==> src/rtl/pipe_ctrl_pkg.sv <==
// Shared definitions for the pipeline control unit: widths, opcodes and FSM encodings.
package pipe_ctrl_pkg;

  localparam int unsigned WORD_ADDR    = 32;
  localparam int unsigned REGS_ADDR    = 5;
  localparam int unsigned RISCV_OPCODE = 7;

  localparam logic [RISCV_OPCODE-1:0] INS_TYPE_L = 7'b0000011;

  localparam logic ENABLE  = 1'b1;
  localparam logic DISABLE = 1'b0;

  typedef enum logic [1:0] {
    CU_RUN      = 2'd0,
    CU_FLUSH    = 2'd1,
    CU_MEM_WAIT = 2'd2
  } cu_state_e;

  // IMEM_LAT is at most 3, so the flush counter never needs more than 2 bits.
  localparam int unsigned FLUSH_CNT_W = 2;

  // Width of a down-counter that must hold n-1; never narrower than one bit.
  function automatic int unsigned cnt_width(input int unsigned n);
    return (n > 1) ? $clog2(n) : 1;
  endfunction

endpackage

==> src/rtl/hazard_det.sv <==
// Load-use hazard comparator between the load in ID/EX and the sources in IF/ID.
module hazard_det
  import pipe_ctrl_pkg::*;
(
  input  logic [RISCV_OPCODE-1:0] idex_opcode_i,
  input  logic [REGS_ADDR-1:0]    idex_rd_i,
  input  logic [REGS_ADDR-1:0]    ifid_rs1_i,
  input  logic [REGS_ADDR-1:0]    ifid_rs2_i,
  output logic                    hazard_o
);

  // x0 is never a real dependency, so a load targeting it cannot cause a stall.
  always_comb begin
    hazard_o = (idex_opcode_i == INS_TYPE_L) &&
               (idex_rd_i != '0) &&
               ((idex_rd_i == ifid_rs1_i) || (idex_rd_i == ifid_rs2_i));
  end

endmodule

==> src/rtl/pipe_ctrl.sv <==
// Pipeline control unit: resolves jumps, load-use hazards and multi-cycle memory
// accesses into PC redirect, per-stage stall/flush and EX write-back/memory enables.
module pipe_ctrl
  import pipe_ctrl_pkg::*;
#(
  parameter int unsigned IMEM_LAT    = 1,
  parameter int unsigned MEM_TIMEOUT = 16
) (
  input  logic                    clk,
  input  logic                    rst_n,
  input  logic                    ex2cu_jump_en_i,
  input  logic [WORD_ADDR-1:0]    ex2cu_jump_addr_i,
  input  logic [RISCV_OPCODE-1:0] idex2cu_opcode_i,
  input  logic [REGS_ADDR-1:0]    idex2cu_rd_i,
  input  logic [REGS_ADDR-1:0]    ifid2cu_rs1_i,
  input  logic [REGS_ADDR-1:0]    ifid2cu_rs2_i,
  input  logic                    exmem2cu_mem_req_i,
  input  logic                    mem2cu_ack_i,
  output logic                    cu2pc_jump_en_o,
  output logic [WORD_ADDR-1:0]    cu2pc_jump_addr_o,
  output logic                    cu2pc_stall_o,
  output logic                    cu2ifid_stall_o,
  output logic                    cu2idex_stall_o,
  output logic                    cu2exmem_stall_o,
  output logic                    cu2ifid_flush_o,
  output logic                    cu2idex_flush_o,
  output logic                    cu2ex_wb_en_o,
  output logic                    cu2ex_mem_en_o,
  output logic                    cu2ex_mem_err_o
);

  localparam int unsigned TmoW = cnt_width(MEM_TIMEOUT);

  cu_state_e              state_q, state_d;
  logic [TmoW-1:0]        tmo_q, tmo_d;
  logic [FLUSH_CNT_W-1:0] fl_q, fl_d;
  logic                   hazard;

  hazard_det u_hazard_det (
    .idex_opcode_i (idex2cu_opcode_i),
    .idex_rd_i     (idex2cu_rd_i),
    .ifid_rs1_i    (ifid2cu_rs1_i),
    .ifid_rs2_i    (ifid2cu_rs2_i),
    .hazard_o      (hazard)
  );

  // Next-state and zero-latency outputs from current state and inputs.
  always_comb begin
    state_d = state_q;
    tmo_d   = tmo_q;
    fl_d    = fl_q;

    cu2pc_jump_en_o   = DISABLE;
    cu2pc_jump_addr_o = '0;
    cu2pc_stall_o     = DISABLE;
    cu2ifid_stall_o   = DISABLE;
    cu2idex_stall_o   = DISABLE;
    cu2exmem_stall_o  = DISABLE;
    cu2ifid_flush_o   = DISABLE;
    cu2idex_flush_o   = DISABLE;
    cu2ex_wb_en_o     = ENABLE;
    cu2ex_mem_en_o    = ENABLE;
    cu2ex_mem_err_o   = DISABLE;

    unique case (state_q)
      CU_RUN: begin
        if (exmem2cu_mem_req_i && !mem2cu_ack_i) begin
          cu2pc_stall_o    = ENABLE;
          cu2ifid_stall_o  = ENABLE;
          cu2idex_stall_o  = ENABLE;
          cu2exmem_stall_o = ENABLE;
          cu2ex_wb_en_o    = DISABLE;
          cu2ex_mem_en_o   = DISABLE;
          state_d          = CU_MEM_WAIT;
          tmo_d            = TmoW'(MEM_TIMEOUT - 1);
        end else if (ex2cu_jump_en_i) begin
          cu2pc_jump_en_o   = ENABLE;
          cu2pc_jump_addr_o = ex2cu_jump_addr_i;
          cu2ifid_flush_o   = ENABLE;
          cu2idex_flush_o   = ENABLE;
          // Slow instruction memory still has wrong-path fetches in flight.
          if (IMEM_LAT > 1) begin
            state_d = CU_FLUSH;
            fl_d    = FLUSH_CNT_W'(IMEM_LAT - 1);
          end
        end else if (hazard) begin
          cu2pc_stall_o   = ENABLE;
          cu2ifid_stall_o = ENABLE;
          cu2idex_flush_o = ENABLE;
        end
      end

      CU_FLUSH: begin
        cu2ifid_flush_o = ENABLE;
        if (fl_q <= FLUSH_CNT_W'(1)) begin
          state_d = CU_RUN;
          fl_d    = '0;
        end else begin
          fl_d = fl_q - FLUSH_CNT_W'(1);
        end
      end

      CU_MEM_WAIT: begin
        if (mem2cu_ack_i) begin
          // Stalls released and enables restored in the ack cycle itself.
          state_d = CU_RUN;
        end else if (tmo_q == '0) begin
          cu2ex_mem_err_o = ENABLE;
          cu2ifid_flush_o = ENABLE;
          cu2idex_flush_o = ENABLE;
          cu2ex_wb_en_o   = DISABLE;
          cu2ex_mem_en_o  = DISABLE;
          state_d         = CU_RUN;
        end else begin
          cu2pc_stall_o    = ENABLE;
          cu2ifid_stall_o  = ENABLE;
          cu2idex_stall_o  = ENABLE;
          cu2exmem_stall_o = ENABLE;
          cu2ex_wb_en_o    = DISABLE;
          cu2ex_mem_en_o   = DISABLE;
          tmo_d            = tmo_q - TmoW'(1);
        end
      end

      default: state_d = CU_RUN;
    endcase

    // Everything is quiet while reset is held, including the EX enables.
    if (!rst_n) begin
      cu2pc_jump_en_o   = DISABLE;
      cu2pc_jump_addr_o = '0;
      cu2pc_stall_o     = DISABLE;
      cu2ifid_stall_o   = DISABLE;
      cu2idex_stall_o   = DISABLE;
      cu2exmem_stall_o  = DISABLE;
      cu2ifid_flush_o   = DISABLE;
      cu2idex_flush_o   = DISABLE;
      cu2ex_wb_en_o     = DISABLE;
      cu2ex_mem_en_o    = DISABLE;
      cu2ex_mem_err_o   = DISABLE;
    end
  end

  // State and counter registers.
  always_ff @(posedge clk or negedge rst_n) begin
    if (!rst_n) begin
      state_q <= CU_RUN;
      tmo_q   <= '0;
      fl_q    <= '0;
    end else begin
      state_q <= state_d;
      tmo_q   <= tmo_d;
      fl_q    <= fl_d;
    end
  end

endmodule

==> config.mk <==
export PLATFORM = sky130hd
export DESIGN_NAME = pipe_ctrl
export DESIGN_NICKNAME = d
export VERILOG_FILES = /design/src/rtl/pipe_ctrl_pkg.sv /design/src/rtl/hazard_det.sv /design/src/rtl/pipe_ctrl.sv
export SDC_FILE = /design/constraint.sdc
export NUM_CORES = 1
export LEC_CHECK = 0
export ABC_AREA = 1
export CAP_MARGIN = 10
export CORE_MARGIN = 4
export CORE_UTILIZATION = 32
export CTS_CLUSTER_DIAMETER = 50
export DETAILED_ROUTE_END_ITERATION = 10
export PLACE_DENSITY_LB_ADDON = 0.05
export SETUP_SLACK_MARGIN = 0.2
export SLEW_MARGIN = 10
export SYNTH_ARGS = -nofsm -noshare
export SYNTH_HDL_FRONTEND = slang
export SYNTH_SLANG_ARGS = --single-unit
==> constraint.sdc <==
create_clock -name clk -period 2.1 [get_ports clk]
set_clock_uncertainty 0.2 [all_clocks]
set_input_delay 0.525 -clock clk [delete_from_list [all_inputs] [get_ports clk]]
set_output_delay 0.525 -clock clk [all_outputs]
set_load 0.01 [all_outputs]
==> results list, run 1 <==
- Total detailed-routing wirelength: approximately 3700 um
- Final Setup Violations: 20
- GP Congestion: between 0.8 and 0.9
- FF/Latch Area: about 130 um2
* Hold-fix buffers at CTS: 0
- Entering global routing, the biggest net connects 10 pins.
* Residual antenna-violating net count after detailed routing: 0
* Endpoint required time on the critical path: 1.37 ns
- The first detailed-routing pass ran for 5 iterations.
- Clock-pin slew was measured on the worst setup and hold paths at 0.05 ns.
- The routed design could run at a clock period as short as between 2 and 2.5 ns.
- Number of non-filler instances in the completed layout: ~340
- In this run the count of I/O pins placed on the die edge is 101.
* GRT overflow: 0
* Root Driver: clkbuf_4
* Post-detailed-placement half-perimeter wirelength: about 3000 um
- In this run the number of H-tree levels came out at 1.
* Cell type with the highest aggregate area in the netlist: nor2_4
* Status: complete, but fails checks
- Net count of the mapped netlist: 234
* CTS tree: built
- Vias in the first global route: 1370
- Period utilization: 107%
- Setup repair after global routing could not meet its margin everywhere.
- Netlist area before placement: between 0.001 and 0.0015 mm2
* Critical path type: reg2out
* Number of nets in the final layout: 359
- Area inside the core boundary: 0.00342 mm2
* Maximum vdd drop: 0.405 mV
- The layout has 278 filler cells.
- Number of instances in the placed design: between 300 and 400
- At the pin with the least slew margin, the transition time is ~0.20 ns.
* Number of max-slew violations in the final report: 0
- Along the worst path, the maximum fanout reaches 3.
- Violations in the final reports: setup timing
- Final critical-path setup slack: -0.155 ns
* Max-cap check violation count: 0
- On the final layout, the worst hold slack is between 0.09 and 0.1 ns.
- Layout Area Growth over Synthesis: 115%
- Average instance area after synthesis: between 6 and 7 um2
- Horizontal die dimension: ~68 um
- Number of antenna violations at the first check in global routing: 0
* Fin. Hold Viols: 0
- In this run the power density over the cells is 275 mW/mm2.
* Crit start category: flop
* Worst slew slack as a fraction of its limit: 86.7%
- For this run, the leading register cell type out of synthesis is dfrtp_1.
- After detailed routing, the average wire length per cell comes to approximately 11 um.
- The die is 68.4 um tall.
- TritonCTS created 3 clock buffers.
* CTS Buffer Depth: 2
- Number of remaining DRC errors: 0
- In the routed layout, each cell is associated on average with a via count of 4.08.
* First-pass GRT wire length: around 5700 um
- Fraction of layout instances using a drive strength above 1: between 50% and 60%
- Effective utilization at floorplan: between 30 and 40%
- The die covers 0.00467 mm2.
- Count of buffers from port buffering: 100
* Share of synthesized area occupied by flip-flops and latches: 10.7%
* Sort of element at the end of the critical path: output pin
- Cells taking the most area after synthesis: nor2_4, inv_1, dfrtp_1
* Maximum frequency from static timing analysis: between 400 and 500 MHz
- Arr. time, crit path: 1.53 ns
- Distinct cell type count after synthesis: 26
- EDFF count, synth: 0
- Counting every sink on the clock net gives 5.
* Antenna Cells: 0
* Type of the most critical hold path: in2async
* Gate Count Post-Synth: 173
- The synthesized design contains 5 register bits.
* Share of the core filled with cells in the final layout: between 70% and 80%
- After the first detailed-routing iteration, the DRC count stood at 39.
- Total vias in the final route: ~1400
- In the final layout, the multi-input gates occupy around 840 um2.
- Clock latency of the later-clocked register in the worst-skew pair: between 0.2 and 0.25 ns
* Count of yosys warnings during synthesis: 0
* Total Routing Usage GR: 15.6%
* Std cell rows: 21
- LEAKAGE: approximately 1.3 nW
- After synthesis, the largest area contributor takes up between 20% and 30% of total cell area.
* Share of flip-flops with an asynchronous set or reset after synthesis: 100%
where the power goes:
group / switching [mW] / internal, mW
Clock: 0.0392 / 0.0718
Sequential: 0.00754 / 0.110
Combinational: 0.209 / 0.254
flip-flops by register name, summed over array words and instances, names as in the netlist:
name / flops
state_q: 1
tmo_q: 4
critical path, cell delays in order, from the launching register on:
cell	delay [ns]
dfrtp_1	0.39
inv_2	0.09
ha_4	0.15
nand3_4	0.07
nor2_4	0.11
nand2_2	0.08
o21ai_4	0.14
o21bai_4	0.14
buf_6	0.11
cell type report:
class                      count  share of cell area [%]
timing repair buffer         126                    49.5
clock buffer                   4                    1.05
tap                           46                    2.29
sequential                     5                    4.98
inverter                      56                    8.57
multi-input combinational    106                    33.6
path summary, 6_finish.rpt:
path	from	to	slack [ns]	cells after the start
max	tmo_q[1]$_DFFE_PN0P_	cu2idex_flush_o	-0.15	8
max reg2reg	tmo_q[1]$_DFFE_PN0P_	tmo_q[3]$_DFFE_PN0P_	0.48	9
max in group asynchronous	rst_n	tmo_q[0]$_DFFE_PN0P_	1.50	3
min in group clk	tmo_q[3]$_DFFE_PN0P_	tmo_q[3]$_DFFE_PN0P_	0.29	2
min reg2reg	tmo_q[3]$_DFFE_PN0P_	tmo_q[3]$_DFFE_PN0P_	0.29	2
min	rst_n	tmo_q[3]$_DFFE_PN0P_	0.1	3
through the flow:
step	TNS, ns	area [um2]	worst slack (ns)	power, mW
6_report	-0.723	2510	-0.155	0.691
5_1_grt	-3.15	2510	-0.229	0.745
4_1_cts	-1.24	2440	-0.152	0.678
3_5_place_dp	-33.40	2340	-0.888	0.540
3_3_place_gp	-32.80	2340	-0.855	0.532
2_1_floorplan	0	1190	0.0885	0.310
kinds of logic (layout without fill, tap and decap cells):
family | Yosys count | count (layout) | share of synthesized area, %
simple gates | 94 | 94 | 56.4
buf+inv | 62 | 186 | 25.1
compound gates | 8 | 8 | 4.08
flops | 5 | 5 | 10.7
fa+ha+maj | 2 | 2 | 2.15
xor+xnor | 2 | 2 | 1.50
repair_timing:
action	in CTS	in global routing
resized for setup	302	22
pin swaps	36	15
endpoints found under the setup margin	42	42
cloned	2	0
setup buffers	4	2
synthesized netlist by cell type (all sizes together) (2+ instances only):
| library cell | instances |
|---|---|
| buf | 6 |
| nand4 | 3 |
| nor2 | 48 |
| nand3 | 8 |
| nand2 | 33 |
| dfrtp | 5 |
| inv | 55 |
| xnor2 | 2 |
| ha | 2 |
| o21ai | 4 |
| a21oi | 2 |
layout by cell type (no fill, tap or decap), types with 4 or more instances in the layout:
cell type / n
buf_6: 44
inv_1: 43
nor2_4: 34
clkdlybuf4s50_1: 32
nand2_1: 27
buf_2: 20
buf_4: 15
inv_2: 11
nor2_1: 11
nand3_1: 6
dfrtp_1: 5
nand2_2: 4
routing by layer:
layer	wire, um	vias to the layer above	global-route usage, %
met3	421	0	3.78
met1	1230	604	16.3
met4	0	0	1.49
li1	-	735	-
met2	2020	59	31.9
met5	0	-	0
Note: power is estimated with default switching activity, not from simulation.
==> inputs of run 2 (changes only) <==
CAP_MARGIN = unset   (was 10)
SLEW_MARGIN = unset   (was 10)
==> results of run 2 <==
The final DEF is identical to that of run 1; final timing and power are the same.
